<file path="src/rtl/accum_bus_rr.sv">
// Multi-master accumulator bus arbiter: RR/fixed-priority write and read arbiters,
// write command FIFO, read tag FIFO. Optional RAW guard: define ACCUM_BUS_RAW_GUARD_EN.
module accum_bus_rr #(
   parameter int NUM_SLOTS  = 4,
   parameter int FIFO_DEPTH = 4,
   parameter int NUM_BANKS  = 4,
   parameter int DATA_WIDTH = 64,
   parameter int ADDR_WIDTH = 9,
   parameter int ARB_MODE   = 1,
   localparam int SW = $clog2(NUM_SLOTS),
   localparam int LW = NUM_BANKS * DATA_WIDTH,
   localparam int CW = $clog2(FIFO_DEPTH + 1)
) (
   input  logic                            clk,
   input  logic                            rst,
   input  logic [NUM_SLOTS-1:0]            s_wr_valid,
   output logic [NUM_SLOTS-1:0]            s_wr_ready,
   input  logic [NUM_SLOTS-1:0]            s_wr_accum_en,
   input  logic [NUM_SLOTS*NUM_BANKS-1:0]  s_wr_mask,
   input  logic [NUM_SLOTS*ADDR_WIDTH-1:0] s_wr_addr,
   input  logic [NUM_SLOTS-1:0]            s_wd_valid,
   output logic [NUM_SLOTS-1:0]            s_wd_ready,
   input  logic [NUM_SLOTS*LW-1:0]         s_wd_data,
   input  logic [NUM_SLOTS-1:0]            s_rd_valid,
   output logic [NUM_SLOTS-1:0]            s_rd_ready,
   input  logic [NUM_SLOTS*NUM_BANKS-1:0]  s_rd_mask,
   input  logic [NUM_SLOTS*ADDR_WIDTH-1:0] s_rd_addr,
   output logic [NUM_SLOTS-1:0]            s_rvalid,
   output logic [LW-1:0]                   s_rdata,
   output logic                            m_wr_valid,
   input  logic                            m_wr_ready,
   output logic                            m_wr_accum_en,
   output logic [NUM_BANKS-1:0]            m_wr_mask,
   output logic [ADDR_WIDTH-1:0]           m_wr_addr,
   output logic [LW-1:0]                   m_wd_data,
   output logic                            m_rd_valid,
   input  logic                            m_rd_ready,
   output logic [NUM_BANKS-1:0]            m_rd_mask,
   output logic [ADDR_WIDTH-1:0]           m_rd_addr,
   input  logic                            m_rvalid,
   input  logic [LW-1:0]                   m_rdata,
   output logic [CW-1:0]                   rd_outstanding,
   output logic                            rsp_err
);

   localparam int FW = $clog2(FIFO_DEPTH);

   // Returns {found, index}; RR scans upward from ptr, fixed priority from 0.
   function automatic logic [SW:0] pick(input logic [NUM_SLOTS-1:0] req, input logic [SW-1:0] ptr);
      logic [SW:0] res;
      int j;
      res = '0;
      for (int k = 0; k < NUM_SLOTS; k++) begin
         j = (ARB_MODE == 1) ? (int'(ptr) + k) % NUM_SLOTS : k;
         if (!res[SW] && req[j]) res = {1'b1, SW'(j)};
      end
      return res;
   endfunction

   function automatic logic [SW-1:0] nxt(input logic [SW-1:0] idx);
      return (idx == SW'(NUM_SLOTS - 1)) ? '0 : idx + 1'b1;
   endfunction

   logic [SW-1:0]         wr_ptr_q, wr_ptr_d, rd_ptr_q, rd_ptr_d;
   logic [SW-1:0]         cmd_src_q  [FIFO_DEPTH];
   logic                  cmd_acc_q  [FIFO_DEPTH];
   logic [NUM_BANKS-1:0]  cmd_mask_q [FIFO_DEPTH];
   logic [ADDR_WIDTH-1:0] cmd_addr_q [FIFO_DEPTH];
   logic [FIFO_DEPTH-1:0] cmd_vld_q;
   logic [FW-1:0]         cmd_wp_q, cmd_rp_q;
   logic [SW-1:0]         tag_q [FIFO_DEPTH];
   logic [FW-1:0]         tag_wp_q, tag_rp_q;
   logic [CW-1:0]         tag_cnt_q, tag_cnt_d;
   logic                  rsp_err_q, rsp_err_d;

   logic                  wr_found, rd_found, wr_acc, fire_w, cmd_full, cmd_empty;
   logic [SW-1:0]         wr_win, rd_win, head_src;
   logic [NUM_BANKS-1:0]  wr_mask_w, rd_mask_w;
   logic [ADDR_WIDTH-1:0] wr_addr_w, rd_addr_w;
   logic                  hazard, rd_ok, tag_push, tag_pop, tag_full, tag_empty;

   always_comb begin
      {wr_found, wr_win} = pick(s_wr_valid, wr_ptr_q);
      wr_mask_w = s_wr_mask[int'(wr_win)*NUM_BANKS +: NUM_BANKS];
      wr_addr_w = s_wr_addr[int'(wr_win)*ADDR_WIDTH +: ADDR_WIDTH];
      // Ring FIFO with per-entry valid bits: slot at wp occupied means full.
      cmd_full  = cmd_vld_q[cmd_wp_q];
      cmd_empty = !cmd_vld_q[cmd_rp_q];
      wr_acc    = wr_found && !cmd_full;
      s_wr_ready = '0;
      if (wr_acc) s_wr_ready[wr_win] = 1'b1;
      wr_ptr_d = wr_acc ? nxt(wr_win) : wr_ptr_q;

      head_src      = cmd_src_q[cmd_rp_q];
      m_wr_valid    = !cmd_empty && s_wd_valid[head_src];
      fire_w        = m_wr_valid && m_wr_ready;
      m_wr_accum_en = cmd_acc_q[cmd_rp_q];
      m_wr_mask     = cmd_mask_q[cmd_rp_q];
      m_wr_addr     = cmd_addr_q[cmd_rp_q];
      m_wd_data     = s_wd_data[int'(head_src)*LW +: LW];
      s_wd_ready = '0;
      if (fire_w) s_wd_ready[head_src] = 1'b1;
   end

   always_comb begin
      {rd_found, rd_win} = pick(s_rd_valid, rd_ptr_q);
      rd_mask_w = s_rd_mask[int'(rd_win)*NUM_BANKS +: NUM_BANKS];
      rd_addr_w = s_rd_addr[int'(rd_win)*ADDR_WIDTH +: ADDR_WIDTH];
      hazard = 1'b0;
`ifdef ACCUM_BUS_RAW_GUARD_EN
      // Entries popped this cycle still count: the write has not landed yet.
      for (int i = 0; i < FIFO_DEPTH; i++)
         if (cmd_vld_q[i] && cmd_addr_q[i] == rd_addr_w && |(cmd_mask_q[i] & rd_mask_w))
            hazard = 1'b1;
      if (wr_acc && wr_addr_w == rd_addr_w && |(wr_mask_w & rd_mask_w)) hazard = 1'b1;
`else
      hazard = 1'b0;
`endif
      tag_full  = (tag_cnt_q == CW'(FIFO_DEPTH));
      tag_empty = (tag_cnt_q == '0);
      rd_ok     = rd_found && m_rd_ready && !tag_full && !hazard;
      m_rd_valid = rd_ok;
      m_rd_mask  = rd_mask_w;
      m_rd_addr  = rd_addr_w;
      s_rd_ready = '0;
      if (rd_ok) s_rd_ready[rd_win] = 1'b1;
      rd_ptr_d = rd_ok ? nxt(rd_win) : rd_ptr_q;

      tag_push = rd_ok;
      tag_pop  = m_rvalid && !tag_empty;
      s_rvalid = '0;
      if (tag_pop) s_rvalid[tag_q[tag_rp_q]] = 1'b1;
      s_rdata   = m_rdata;
      tag_cnt_d = tag_cnt_q + CW'(tag_push) - CW'(tag_pop);
      rsp_err_d = m_rvalid && tag_empty;
   end

   always_ff @(posedge clk or posedge rst) begin
      if (rst) begin
         wr_ptr_q  <= '0;
         rd_ptr_q  <= '0;
         cmd_vld_q <= '0;
         cmd_wp_q  <= '0;
         cmd_rp_q  <= '0;
         tag_wp_q  <= '0;
         tag_rp_q  <= '0;
         tag_cnt_q <= '0;
         rsp_err_q <= 1'b0;
      end else begin
         wr_ptr_q  <= wr_ptr_d;
         rd_ptr_q  <= rd_ptr_d;
         tag_cnt_q <= tag_cnt_d;
         rsp_err_q <= rsp_err_d;
         if (wr_acc) begin
            cmd_vld_q[cmd_wp_q] <= 1'b1;
            cmd_wp_q            <= cmd_wp_q + 1'b1;
         end
         if (fire_w) begin
            cmd_vld_q[cmd_rp_q] <= 1'b0;
            cmd_rp_q            <= cmd_rp_q + 1'b1;
         end
         if (tag_push) tag_wp_q <= tag_wp_q + 1'b1;
         if (tag_pop)  tag_rp_q <= tag_rp_q + 1'b1;
      end
   end

   always_ff @(posedge clk) begin
      if (wr_acc) begin
         cmd_src_q[cmd_wp_q]  <= wr_win;
         cmd_acc_q[cmd_wp_q]  <= s_wr_accum_en[wr_win];
         cmd_mask_q[cmd_wp_q] <= wr_mask_w;
         cmd_addr_q[cmd_wp_q] <= wr_addr_w;
      end
      if (tag_push) tag_q[tag_wp_q] <= rd_win;
   end

   assign rd_outstanding = tag_cnt_q;
   assign rsp_err        = rsp_err_q;

endmodule

</file>
<file path="config.mk">
export PLATFORM = sky130hd
export DESIGN_NAME = accum_bus_rr
export DESIGN_NICKNAME = d
export VERILOG_FILES = /design/src/rtl/accum_bus_rr.sv
export SDC_FILE = /design/constraint.sdc
export NUM_CORES = 1
export LEC_CHECK = 0
export BUFFER_PORTS_ARGS = -buffer_cell sky130_fd_sc_hd__buf_2
export CAP_MARGIN = 0
export CORE_AREA = 3 3 761 763
export CTS_BUF_LIST = sky130_fd_sc_hd__clkbuf_16
export DETAILED_ROUTE_END_ITERATION = 10
export DIE_AREA = 0 0 764 766
export PLACE_DENSITY = 0.3
export SYNTH_ARGS = -nofsm -noshare
export SYNTH_HDL_FRONTEND = slang
export SYNTH_SLANG_ARGS = --single-unit
</file>
<file path="constraint.sdc">
create_clock -name clk -period 3 [get_ports clk]
set_input_delay 0.6 -clock clk [delete_from_list [all_inputs] [get_ports clk]]
set_output_delay 0.6 -clock clk [all_outputs]
set_load 0.03 [all_outputs]
</file>
==> results by group, run 1 <==
Status
  – Status: stopped before the end
  – Failed at: global placement
  – Tool Error: [ERROR GPL-0305] RePlAce diverged during gradient descent calculation, resulting in an invalid step length (Inf or NaN). This is often caused by numerical instability ...

Yosys
  – Synth warnings: 0
  – #FFs+latches synth: 92
  – Synthesized instance count: 927
  – Post-synthesis area per instance: 14.2 um2
  – Syn Nets: 2355
  – Library cells used by synthesis: 38
  – Netlist Area Pre-Place: 13200 um2
  – Sequential share of the synthesized area: 20.2%

Die
  – Row count: 278
  – Chip width: 764 um
  – Die Y-Extent: 766 um
  – Initial core utilization: 2.30%
  – IO Pins: 1966

Placement
  – Buffers on Ports: 1453
## Yosys cell counts, drive strengths merged
cell | number | share of area (%)
o311ai | 1 | 0.12
dfrtp | 20 | 3.8
a311oi | 1 | 0.067
o21a | 2 | 0.11
ha | 22 | 2.1
nor3 | 5 | 0.23
nand2 | 11 | 0.31
mux2 | 6 | 0.57
xor2 | 1 | 0.067
buf | 308 | 18
clkinv | 1 | 0.028
a2bb2oi | 4 | 0.27
nand2b | 5 | 0.24
o22ai | 3 | 0.19
xnor2 | 6 | 0.40
and2 | 17 | 0.81
nor4 | 6 | 0.29
mux2i | 86 | 6.5
a21oi | 8 | 0.30
nor2 | 13 | 0.37
edfxtp | 72 | 16
nand3 | 1 | 0.038
a22o | 2 | 0.13
nor3b | 1 | 0.057
mux4 | 276 | 47
o21ai | 4 | 0.15
and4 | 2 | 0.13
inv | 19 | 0.54
clkbuf | 22 | 0.63
and3 | 1 | 0.048
fa | 1 | 0.15
## cell families after synthesis
logic type      count (synthesis)  share of synthesized area, %
compound gates                 25                          1.35
xor+xnor                        7                         0.466
fa+ha+maj                      23                          2.24
buf+inv                       350                          18.9
flops                          92                          20.2
mux                           368                          54.3
simple gates                   62                          2.52
==> run 2: changes to the inputs <==
--- a/config.mk
+++ b/config.mk
@@ -7,11 +7,10 @@
 export LEC_CHECK = 0
 export BUFFER_PORTS_ARGS = -buffer_cell sky130_fd_sc_hd__buf_2
 export CAP_MARGIN = 0
-export CORE_AREA = 3 3 761 763
-export CTS_BUF_LIST = sky130_fd_sc_hd__clkbuf_16
+export CORE_AREA = 3 3 774 776
 export DETAILED_ROUTE_END_ITERATION = 10
-export DIE_AREA = 0 0 764 766
-export PLACE_DENSITY = 0.3
+export DIE_AREA = 0 0 777 779
+export PLACE_DENSITY_LB_ADDON = 0.15
 export SYNTH_ARGS = -nofsm -noshare
 export SYNTH_HDL_FRONTEND = slang
 export SYNTH_SLANG_ARGS = --single-unit
==> results by group, run 2 <==
Status
  – Status: finished, violations left
  – Failing checks: antenna rules, setup timing

STA
  – Worst setup margin: -547 ps
  – Clock skew: 56.3 ps
  – Slew @ Worst Pin: 747 ps
  – Max-slew headroom: 50.2%
  – Count of final max-slew check failures: 0
  – Final Hold Viols: 0
  – Final Critical Period: 3550 ps
  – Setup Viol. Count Final: 261
  – Fin crit share: 118%
  – Setup TNS: -105140 ps
  – RSZ-0062 raised after global routing: true
  – Max Clock Freq: 282 MHz

Worst setup path
  – Startpoint Class: flop
  – CP max stage delay: 760 ps
  – R2r worst-path depth: 8
  – Slowest CP cell: mux4_4
  – Critical Path Most Common Cell: buf_12
  – Maximum fanout along the worst path: 9
  – Critical Path Sink Type: primary output
  – R2r setup slk: -60 ps
  – Worst Setup EP: m_wd_data[125]
  – Crit-path cells: mux4_4 > buf_12 > buf_16 > buf_12 > mux4_2 > buf_12
  – Crit path kind: reg -> out
  – CP Data Required Time: 2400 ps
  – Worst r2r dst: cmd_rp_q[1]
  – Crit path DAT: 2950 ps
  – Worst setup path startpoint: cmd_rp_q[0]
  – Reg-to-Reg Start: cmd_rp_q[0]

Yosys
  – Netlist Area Pre-Place: 13200 um2 (unchanged)
  – Top-count cell post-synth: mux4_2
  – Area contributors post-synth: mux4_2 (47%), edfxtp_1 (16%), buf_4 (15%)
  – Sequential share of the synthesized area: 20.2% (unchanged)
  – Post-synthesis area per instance: 14.2 um2 (unchanged)
  – Simple-Gate Fraction of Synth Area: 2.52% (unchanged)
  – Top-area cell type share of the netlist area: 47.2% (unchanged)
  – Synthesized instance count: 927 (unchanged)
  – Syn Nets: 2355 (unchanged)
  – Yosys top cell by area: mux4_2
  – Largest family of logic cells by synthesized area: multiplexers
  – Ys async rst share: 21.7% (unchanged)
  – Synth Flop Type: edfxtp_1
  – Library cells used by synthesis: 38 (unchanged)
  – Post-synth top cells: mux4_2 (276), buf_4 (261), mux2i_1 (86)
  – Post-Synth XOR/XNOR Area: 0.466% (unchanged)
  – Synth Area in Adders: 2.24% (unchanged)
  – Synth Area in Compound Gates: 1.35% (unchanged)
  – Mux share of post-synthesis cell area: 54.3% (unchanged)
  – Synth warnings: 0 (unchanged)
  – Number of synthesized flops with an enable pin: 72 (unchanged)
  – #FFs+latches synth: 92 (unchanged)

Die
  – IO Pins: 1966 (unchanged)
  – Row count: 283 (+1.8%)
  – Initial core utilization: 2.22% (-0.078 points)
  – Die area: 605000 um2
  – Core Box Area: 593000 um2
  – Chip width: 777 um (+1.7%)
  – Die Y-Extent: 779 um (+1.7%)

Routing
  – 1st-pass router iterations: 5
  – Detailed Route Iter0 Violations: 1614
  – Drt total wl: 396 mm
  – Vias after detailed routing: 18993
  – Antenna Nets Post-Route: 1
  – Vias per cell: 1.81
  – WL per Instance: 37.7 um
  – # DRC: 0

Clock network
  – CTS tree: yes
  – Clock transition at path regs: 140 ps
  – Hold Buf Count CTS: 0
  – CTS root buf: clkbuf_16
  – Clock latency at the later pin of the worst-skew pair: 440 ps
  – Clock Tree Buf Depth: 2
  – TritonCTS Buffers: 9
  – TritonCTS Sinks: 92
  – H-tree level count: 3

Final layout
  – Most frequent cells in the layout: buf_2 (1243), mux4_2 (274), buf_6 (135)
  – Top Registers: cmd_addr_q x36, cmd_mask_q x16
  – P&R area growth vs syn: 149%
  – Fillers: 69897
  – Final Net Count: 3618
  – Max FFs per register: 36
  – Layout cells sized above 1: 86.6%
  – Design area: 32800 um2
  – Largest Register: cmd_addr_q
  – Layout Cells excl Fill: 10506
  – Most common cell after layout, fill and taps aside: buf_2
  – Final core utilization: 5.52%

Global routing
  – Pin count of the biggest net entering global routing: 53
  – Met2 usage: 17.1%
  – GRT busiest layer: met2
  – Vias in the first global route: 17437
  – Initial antenna violation count: 569
  – Met3 Resource Use GR: 10.1%
  – Met1 Usage GRT: 15.3%
  – Grt total ovfl: 0
  – First-pass GRT wire length: 432 mm
  – GRT Total Usage: 12.4%

Hold path
  – Worst Hold Class: in -> async

Job
  – Maxcap violations: 0

Placement
  – Buffers on Ports: 1453 (unchanged)
  – Dpl cell area: 29500 um2
  – Placed insts: 9978
  – HPWL after detailed placement: 377 mm
  – Gpl congestion: 1.06

Power and ir drop
  – P per Cell Area: 1190 nW/um2
  – Leakage: 11.0 nW
  – Worst vdd rail ir drop: 0.000434 V
==> run 2: cell counts after synthesis <==
Identical to the previous run, type by type.
==> run 2: how the worst min path moves through the flow <==
stage                  endpoint  slack (ps)
finish                  rsp_err         220
global route            rsp_err         270
CTS                     rsp_err         220
detailed placement  tag_rp_q[1]         530
global placement    tag_rp_q[1]         520
floorplan           tag_rp_q[1]         480
==> run 2: timing repair <==
| item | in CTS | in global routing |
|---|---|---|
| resized for setup | 338 | 38 |
| pin swaps | 6 | 1 |
| gates cloned | 4 | 6 |
| setup endpoints to repair | 269 | 282 |
| setup buffers | 20 | 10 |
==> run 2: critical path: cells and delay by family (launching register included) <==
family | cells | cell delay [ps]
buffers and inverters | 4 | 760
DFF | 1 | 400
muxes | 2 | 1320
==> run 2: power by group <==
| group | internal [mW] | leakage [nW] | switching, mW | total (mW) |
|---|---|---|---|---|
| logic | 14.2 | 9.92 | 21.3 | 35.5 |
| clock network | 0.598 | 0.153 | 0.731 | 1.33 |
| registers | 1.97 | 0.891 | 0.239 | 2.21 |
==> run 2: stage by stage <==
| stage | power [mW] | worst slack [ps] | hold WS (ps) |
|---|---|---|---|
| 6_report | 39.1 | -547 | 224 |
| 5_1_grt | 40.8 | -637 | 267 |
| 3_3_place_gp | 34.6 | -331 | 519 |
| 4_1_cts | 39.3 | -624 | 219 |
| 2_1_floorplan | 19.1 | -191 | 481 |
| 3_5_place_dp | 34.5 | -319 | 528 |
==> run 2: area by class of cell <==
cell class,instances,area (um2),area share [%]
well taps,7837,9810,29.9
clock inverters,7,81.3,0.248
diodes,474,1190,3.62
repair buffers,1582,10600,32.3
flip-flops and latches,92,2670,8.14
clock buffers,9,225,0.688
inverters,20,78.8,0.241
multi-input cells,485,8140,24.8
==> run 2: per-layer routing <==
metal  up-vias  part of all wire [%]
met2      2496                    38
met1      8906                    41
met3       760                    19
li1       6595                     -
met4       236                   1.9
met5         -                  0.52
==> run 2: cells by family (layout without fill, tap and decap cells) <==
family	count (synthesis)	in the layout
simple gates	62	62
compound gates	25	25
fa+ha+maj	23	23
xor+xnor	7	7
mux	368	368
buf+inv	350	1618
other cells	0	474
flops	92	92
Power figures use the tool's default switching activity.
